==> src/rtl/l2_victim_buffer.sv <==
// Dirty-victim write buffer and pmem arbiter for the L2: victims drain in the background, misses win arbitration.
// Optional L2_VB_FORWARD_EN: serve a miss that hits a buffered victim straight from the buffer.
module l2_victim_buffer #(
  parameter int WAYS     = 8,
  parameter int DEPTH    = 4,
  parameter int LINE_W   = 256,
  parameter int ADDR_W   = 32,
  parameter int OFFSET_W = 5
) (
  input  logic                      clk,
  input  logic                      rst,
  input  logic                      vb_push_i,
  input  logic [ADDR_W-1:0]         vb_push_addr_i,
  input  logic [LINE_W-1:0]         vb_push_data_i,
  input  logic [$clog2(WAYS)-1:0]   vb_push_way_i,
  output logic                      vb_full_o,
  output logic                      vb_empty_o,
  output logic [$clog2(DEPTH):0]    vb_count_o,
  input  logic                      miss_req_i,
  input  logic [ADDR_W-1:0]         miss_addr_i,
  output logic [LINE_W-1:0]         miss_rdata_o,
  output logic                      miss_resp_o,
  output logic                      pmem_read_o,
  output logic                      pmem_write_o,
  output logic [ADDR_W-1:0]         pmem_address_o,
  output logic [LINE_W-1:0]         pmem_wdata_o,
  input  logic [LINE_W-1:0]         pmem_rdata_i,
  input  logic                      pmem_resp_i,
  output logic [$clog2(WAYS+1)-1:0] pmem_sel_o
);
  localparam int WAY_W = $clog2(WAYS);
  localparam int PTR_W = $clog2(DEPTH);
  localparam int SEL_W = $clog2(WAYS + 1);
  localparam int TAG_W = ADDR_W - OFFSET_W;

`ifdef L2_VB_FORWARD_EN
  typedef enum logic [1:0] {IDLE, MISS_RD, WB_WR, FWD} state_t;
`else
  typedef enum logic [1:0] {IDLE, MISS_RD, WB_WR} state_t;
`endif

  state_t state, nxt;

  logic [DEPTH-1:0]             ent_vld;
  logic [DEPTH-1:0][TAG_W-1:0]  ent_tag;
  logic [DEPTH-1:0][LINE_W-1:0] ent_data;
  logic [DEPTH-1:0][WAY_W-1:0]  ent_way;
  logic [PTR_W-1:0]             head, tail;
  logic [PTR_W:0]               count;

  logic [TAG_W-1:0] push_tag, miss_tag;
  logic [DEPTH-1:0] push_eq, miss_eq;
  logic             miss_hit, miss_go, wb_go, head_busy, push_ok, alloc, co_hit, pop;
  logic [PTR_W-1:0] co_idx;
  logic             unused_offset;

  assign push_tag      = vb_push_addr_i[ADDR_W-1:OFFSET_W];
  assign miss_tag      = miss_addr_i[ADDR_W-1:OFFSET_W];
  assign unused_offset = ^{vb_push_addr_i[OFFSET_W-1:0], miss_addr_i[OFFSET_W-1:0]};

  for (genvar i = 0; i < DEPTH; i++) begin : g_ent
    assign push_eq[i] = ent_vld[i] && (ent_tag[i] == push_tag);
    assign miss_eq[i] = ent_vld[i] && (ent_tag[i] == miss_tag);
  end

  assign vb_count_o = count;
  assign vb_full_o  = (count == (PTR_W+1)'(DEPTH));
  assign vb_empty_o = (count == '0);
  assign miss_hit   = |miss_eq;
  // The resp pulse cycle still sees the old request held high; don't re-accept it.
  assign miss_go    = miss_req_i && !miss_resp_o;
  assign wb_go      = (state == IDLE) && (nxt == WB_WR);
  // Head data is captured into pmem_wdata_o on the IDLE decision, so it is frozen from then on.
  assign head_busy  = wb_go || (state == WB_WR);
  assign pop        = (state == WB_WR) && pmem_resp_i;
  assign push_ok    = vb_push_i && !vb_full_o;
  assign alloc      = push_ok && !co_hit;

  always_comb begin
    co_hit = 1'b0;
    co_idx = '0;
    for (int i = 0; i < DEPTH; i++)
      if (push_eq[i] && !(head_busy && (PTR_W'(i) == head))) begin
        co_hit = 1'b1;
        co_idx = PTR_W'(i);
      end
  end

`ifdef L2_VB_FORWARD_EN
  logic [PTR_W-1:0] miss_idx, fwd_idx;
  // Walk oldest to newest so the newest matching entry wins.
  always_comb begin
    miss_idx = '0;
    for (int i = 0; i < DEPTH; i++)
      if (miss_eq[head + PTR_W'(i)]) miss_idx = head + PTR_W'(i);
  end
`endif

  always_comb begin
    nxt = state;
    case (state)
      IDLE: begin
        if (vb_full_o)                nxt = WB_WR;
`ifdef L2_VB_FORWARD_EN
        else if (miss_go && miss_hit) nxt = FWD;
`else
        else if (miss_go && miss_hit) nxt = WB_WR;
`endif
        else if (miss_go)             nxt = MISS_RD;
        else if (!vb_empty_o)         nxt = WB_WR;
      end
      MISS_RD: if (pmem_resp_i) nxt = IDLE;
      WB_WR:   if (pmem_resp_i) nxt = IDLE;
`ifdef L2_VB_FORWARD_EN
      FWD:     nxt = IDLE;
`endif
      default: nxt = IDLE;
    endcase
  end

  always_ff @(posedge clk or posedge rst) begin
    if (rst) state <= IDLE;
    else     state <= nxt;
  end

  always_ff @(posedge clk or posedge rst) begin
    if (rst) begin
      ent_vld        <= '0;
      head           <= '0;
      tail           <= '0;
      count          <= '0;
      pmem_read_o    <= 1'b0;
      pmem_write_o   <= 1'b0;
      pmem_address_o <= '0;
      pmem_wdata_o   <= '0;
      pmem_sel_o     <= '0;
      miss_rdata_o   <= '0;
      miss_resp_o    <= 1'b0;
`ifdef L2_VB_FORWARD_EN
      fwd_idx        <= '0;
`endif
    end else begin
      miss_resp_o <= 1'b0;
      if (pop) begin
        ent_vld[head] <= 1'b0;
        head          <= head + PTR_W'(1);
        pmem_write_o  <= 1'b0;
        pmem_sel_o    <= '0;
      end
      if (alloc) begin
        ent_vld[tail] <= 1'b1;
        tail          <= tail + PTR_W'(1);
      end
      if (alloc && !pop)      count <= count + (PTR_W+1)'(1);
      else if (pop && !alloc) count <= count - (PTR_W+1)'(1);
      if (wb_go) begin
        pmem_write_o   <= 1'b1;
        pmem_address_o <= {ent_tag[head], {OFFSET_W{1'b0}}};
        pmem_wdata_o   <= ent_data[head];
        pmem_sel_o     <= SEL_W'(ent_way[head]) + SEL_W'(1);
      end
      if (state == IDLE && nxt == MISS_RD) begin
        pmem_read_o    <= 1'b1;
        pmem_address_o <= {miss_tag, {OFFSET_W{1'b0}}};
      end
      if (state == MISS_RD && pmem_resp_i) begin
        pmem_read_o  <= 1'b0;
        miss_rdata_o <= pmem_rdata_i;
        miss_resp_o  <= 1'b1;
      end
`ifdef L2_VB_FORWARD_EN
      if (state == IDLE && nxt == FWD) fwd_idx <= miss_idx;
      if (state == FWD) begin
        miss_rdata_o <= ent_data[fwd_idx];
        miss_resp_o  <= 1'b1;
      end
`endif
    end
  end

  always_ff @(posedge clk) begin
    if (alloc) begin
      ent_tag[tail]  <= push_tag;
      ent_data[tail] <= vb_push_data_i;
      ent_way[tail]  <= vb_push_way_i;
    end else if (push_ok && co_hit) begin
      ent_data[co_idx] <= vb_push_data_i;
      ent_way[co_idx]  <= vb_push_way_i;
    end
  end

  push_when_full: assert property (@(posedge clk) disable iff (rst) !(vb_push_i && vb_full_o));
endmodule

==> config.mk <==
export PLATFORM = sky130hd
export DESIGN_NAME = l2_victim_buffer
export DESIGN_NICKNAME = d
export VERILOG_FILES = /design/src/rtl/l2_victim_buffer.sv
export SDC_FILE = /design/constraint.sdc
export NUM_CORES = 2
export LEC_CHECK = 0
export BUFFER_PORTS_ARGS = -buffer_cell sky130_fd_sc_hd__clkbuf_2
export CAP_MARGIN = 15
export CORE_AREA = 2 2 440 442
export DETAILED_ROUTE_END_ITERATION = 10
export DIE_AREA = 0 0 442 444
export MAX_ROUTING_LAYER = met4
export PLACE_DENSITY = 0.57
export SLEW_MARGIN = 20
export SYNTH_ARGS = -nofsm -noshare
export SYNTH_HDL_FRONTEND = slang
export SYNTH_SLANG_ARGS = --single-unit
==> constraint.sdc <==
create_clock -name clk -period 49.7 [get_ports clk]
set_input_delay 7.455 -clock clk [delete_from_list [all_inputs] [get_ports clk]]
set_output_delay 7.455 -clock clk [all_outputs]
set_load 0.005 [all_outputs]
==> results.sh <==
export IMPL_status="complete, no violations"
export IMPL_crit_fanout=67
export IMPL_yosysUniqueCellTypes=53
export IMPL_syn_area_sq_um=75100
export IMPL_port_buffers=1124
export IMPL_crit_path_end_kind="flip-flop"
export IMPL_synth_most_common_cell="edfxtp_1"
export IMPL_fin_tns_setup_ps=0
export IMPL_first_iter_violations=3819
export IMPL_grt_pass1_vias=47723
export IMPL_synth_top_family_by_area="multiplexers"
export IMPL_fin_skew_ps=53.8
export IMPL_power_total_mw=5.27
export IMPL_r2r_slack_ps=43770
export IMPL_rsz0062_at_grt="false"
export IMPL_layout_drive_gt1_share_pct=39.0
export IMPL_clk_pin_slew_ps=60
export IMPL_nNetsFinal=6327
export IMPL_vias=47928
export IMPL_core_area_sq_um=192000
export IMPL_cts_resized=0
export IMPL_ys_seq_area_share_pct=64.3
export IMPL_synth_top_flop_cell="edfxtp_1"
export IMPL_period_share_pct=24.7
export IMPL_die_h_um=444
export IMPL_crit_slowest_cell="buf_4"
export IMPL_finalHoldViolCount=0
export IMPL_tightestPinTransition_ps=1160
export IMPL_cp_slowest_stage_delay_ps=890
export IMPL_synth_compound_area_share_pct=6.38
export IMPL_worstPathCellList="clkbuf_2 -> xnor2_1 -> nand4_1 -> nor4_1 -> a22o_1 -> o21ai_2 -> a21oi_4 -> buf_4 -> and2_4 -> buf_4 -> buf_4 -> o2bb2ai_1"
export IMPL_crit_type="input pin to flip-flop"
export IMPL_grtUsageTotal_pct=27.5
export IMPL_drv_slew=0
export IMPL_crit_top_cell="buf_4"
export IMPL_cts_setup_buffers=0
export IMPL_antenna_found_initial=148
export IMPL_multi_input_area_sq_um=25200
export IMPL_power_density_nw_per_um2=58.9
export IMPL_clk_latency_ps=860
export IMPL_route_detailed_drc=0
export IMPL_irDropWorstVdd_v=0.0000494
export IMPL_regArea_sq_um=48300
export IMPL_die_area_sq_um=196000
export IMPL_cts_sinks=1703
export IMPL_synthMuxAreaShare_pct=16.3
export IMPL_max_freq_mhz=81.4
export IMPL_leakage_nw=34.0
export IMPL_hpwlAfterDp_um=172000
export IMPL_cts_buffer_depth=3
export IMPL_post_route_min_period_ps=12290
export IMPL_holdWs_ps=496
export IMPL_cts_tree="done"
export IMPL_cap_violations=0
export IMPL_setup_viol=0
export IMPL_start_util_pct=39.2
export IMPL_maxSlewHeadroom_pct=22.6
export IMPL_io_pins=1140
export IMPL_gp_congestion=0.959
export IMPL_synth_area_leader_cell="edfxtp_1"
export IMPL_grt_pass1_wl_um=374000
export IMPL_wl_per_cell_um=31.3
export IMPL_detail_route_antenna_nets=0
export IMPL_fill_cells=16969
export IMPL_drt_pass1_iterations=7
export IMPL_syn_inst=4741
export IMPL_critPathBufInv=4
export IMPL_synth_edf_count=1144
export IMPL_critPathTopFamily="buffers and inverters"
export IMPL_numCtsBuffers=186
export IMPL_die_w_um=442
export IMPL_start_kind="input pin"
export IMPL_synth_xor_area_share_pct=2.59
export IMPL_synth_commonest_cells="1,144 x edfxtp_1, 559 x dfrtp_1, 526 x and2_1"
export IMPL_crit_required_ps=50360
export IMPL_synth_fa_ha_area_share_pct=0.260
export IMPL_cts_hold_buffers_added=0
export IMPL_area_growth_pct=19.0
export IMPL_root_buffer="clkbuf_16"
export IMPL_fin_util_pct=46.7
export IMPL_drt_wl_total_um=267000
export IMPL_yosys_area_share_simple_pct=7.80
export IMPL_grt_overflow_total=0
export IMPL_synth_seq_cells=1703
export IMPL_cts_max_level=4
export IMPL_syn_mean_instance_area_sq_um=15.9
export IMPL_min_path_type="flip-flop to flip-flop"
export IMPL_synth_async_sr_flop_share_pct=32.8
export IMPL_grt_max_degree=147
export IMPL_cp_data_arrival_time_ps=12940
export IMPL_viasPerCell=5.62
export IMPL_yosys_warnings=0
export IMPL_netlist_top_cells_area="edfxtp_1 46%, dfrtp_1 19%, mux4_2 8.6%, mux2_2 7.7%, and2_1 4.4%"
export IMPL_yosysTopAreaCellShare_pct=45.7
export IMPL_std_cell_rows=161
[metrics by stage]
stage	instance area, sq um	setup slack, ps	std cells
final	89500	37410	8524
after global routing	89400	37310	8510
after CTS	89200	37480	8416
after detailed placement	83000	36570	8066
after global placement	83000	36530	8066
after floorplan	75200	15060	4745
[registers in the layout, indices dropped and copies added, names as in the netlist, 4 cells and up]
register	flops
ent_data	1024
miss_rdata_o	256
pmem_wdata_o	256
ent_tag	108
pmem_address_o	27
ent_way	12
ent_vld	4
pmem_sel_o	4
[path summary, 6_finish.rpt]
check	from	to	cells after the start
min reg2reg	pmem_write_o	pmem_write_o	2
min in group asynchronous	rst	miss_rdata_o[195]	2
max	miss_addr_i[7]	ent_data[629]	12
max reg2reg	ent_tag[83]	ent_data[629]	11
max in group asynchronous	rst	pmem_address_o[11]	6
min	pmem_write_o	pmem_write_o	2
[where the power goes]
part	internal, mW	switching [mW]	leakage [nW]
clock	0.805	0.596	3.01
combinational	0.791	0.941	13.0
sequential	1.94	0.199	18.0
total	3.53	1.74	34.0
[cells by family (layout without fill, tap and decap cells)]
logic type	count (synthesis)	in the layout
xor gates and xnor gates	222	222
and+or+nand+nor	999	999
buffers and inverters	410	1555
muxes	801	801
adders and majority gates	15	15
DFF	1703	1703
AOI/OAI and AO/OA	590	590
other	1	113
[layout make-up]
class	instances	area share [%]
multi-input combinational	2632	28.1
clock buffer	275	5.91
tap	2526	3.53
sequential	1703	54.0
clock inverter	75	0.999
antenna	108	0.302
timing repair buffer	1193	7.01
inverter	12	0.0587
[layout by cell type (no fill, tap or decap), types with 24 or more instances in the layout]
| master | synthesis | final |
|---|---|---|
| a21boi_0 | 260 | 260 |
| a221o_1 | 27 | 27 |
| and2_1 | 526 | 519 |
| buf_4 | 7 | 59 |
| clkbuf_1 | 224 | 61 |
| clkbuf_16 | 0 | 188 |
| clkbuf_2 | 41 | 1124 |
| clkbuf_8 | 0 | 26 |
| clkinv_2 | 0 | 25 |
| dfrtp_1 | 559 | 557 |
| diode_2 | 0 | 108 |
| edfxtp_1 | 1144 | 1144 |
| mux2_2 | 515 | 515 |
| mux4_2 | 286 | 286 |
| nand3_1 | 276 | 275 |
| nand4_1 | 85 | 85 |
| nor2b_1 | 30 | 30 |
| nor4_1 | 25 | 24 |
| o2bb2ai_1 | 258 | 258 |
| xnor2_1 | 192 | 192 |
| xor2_1 | 30 | 30 |
[worst min-delay path, delay by kind of cell, from the launching register on]
| kind | cells | cell delay (ps) |
|---|---|---|
| flops | 1 | 350 |
| simple gates | 2 | 110 |
[metal layers]
metal  wire [um]  track usage [%]  vias to the layer above
met5           0                -                        -
li1            -                -                    20272
met4       20600             19.5                        0
met1       97000             30.7                    25077
met2      135000             44.8                     1959
met3       14700             4.84                      620
No activity file was read; power rests on OpenSTA's default activity.
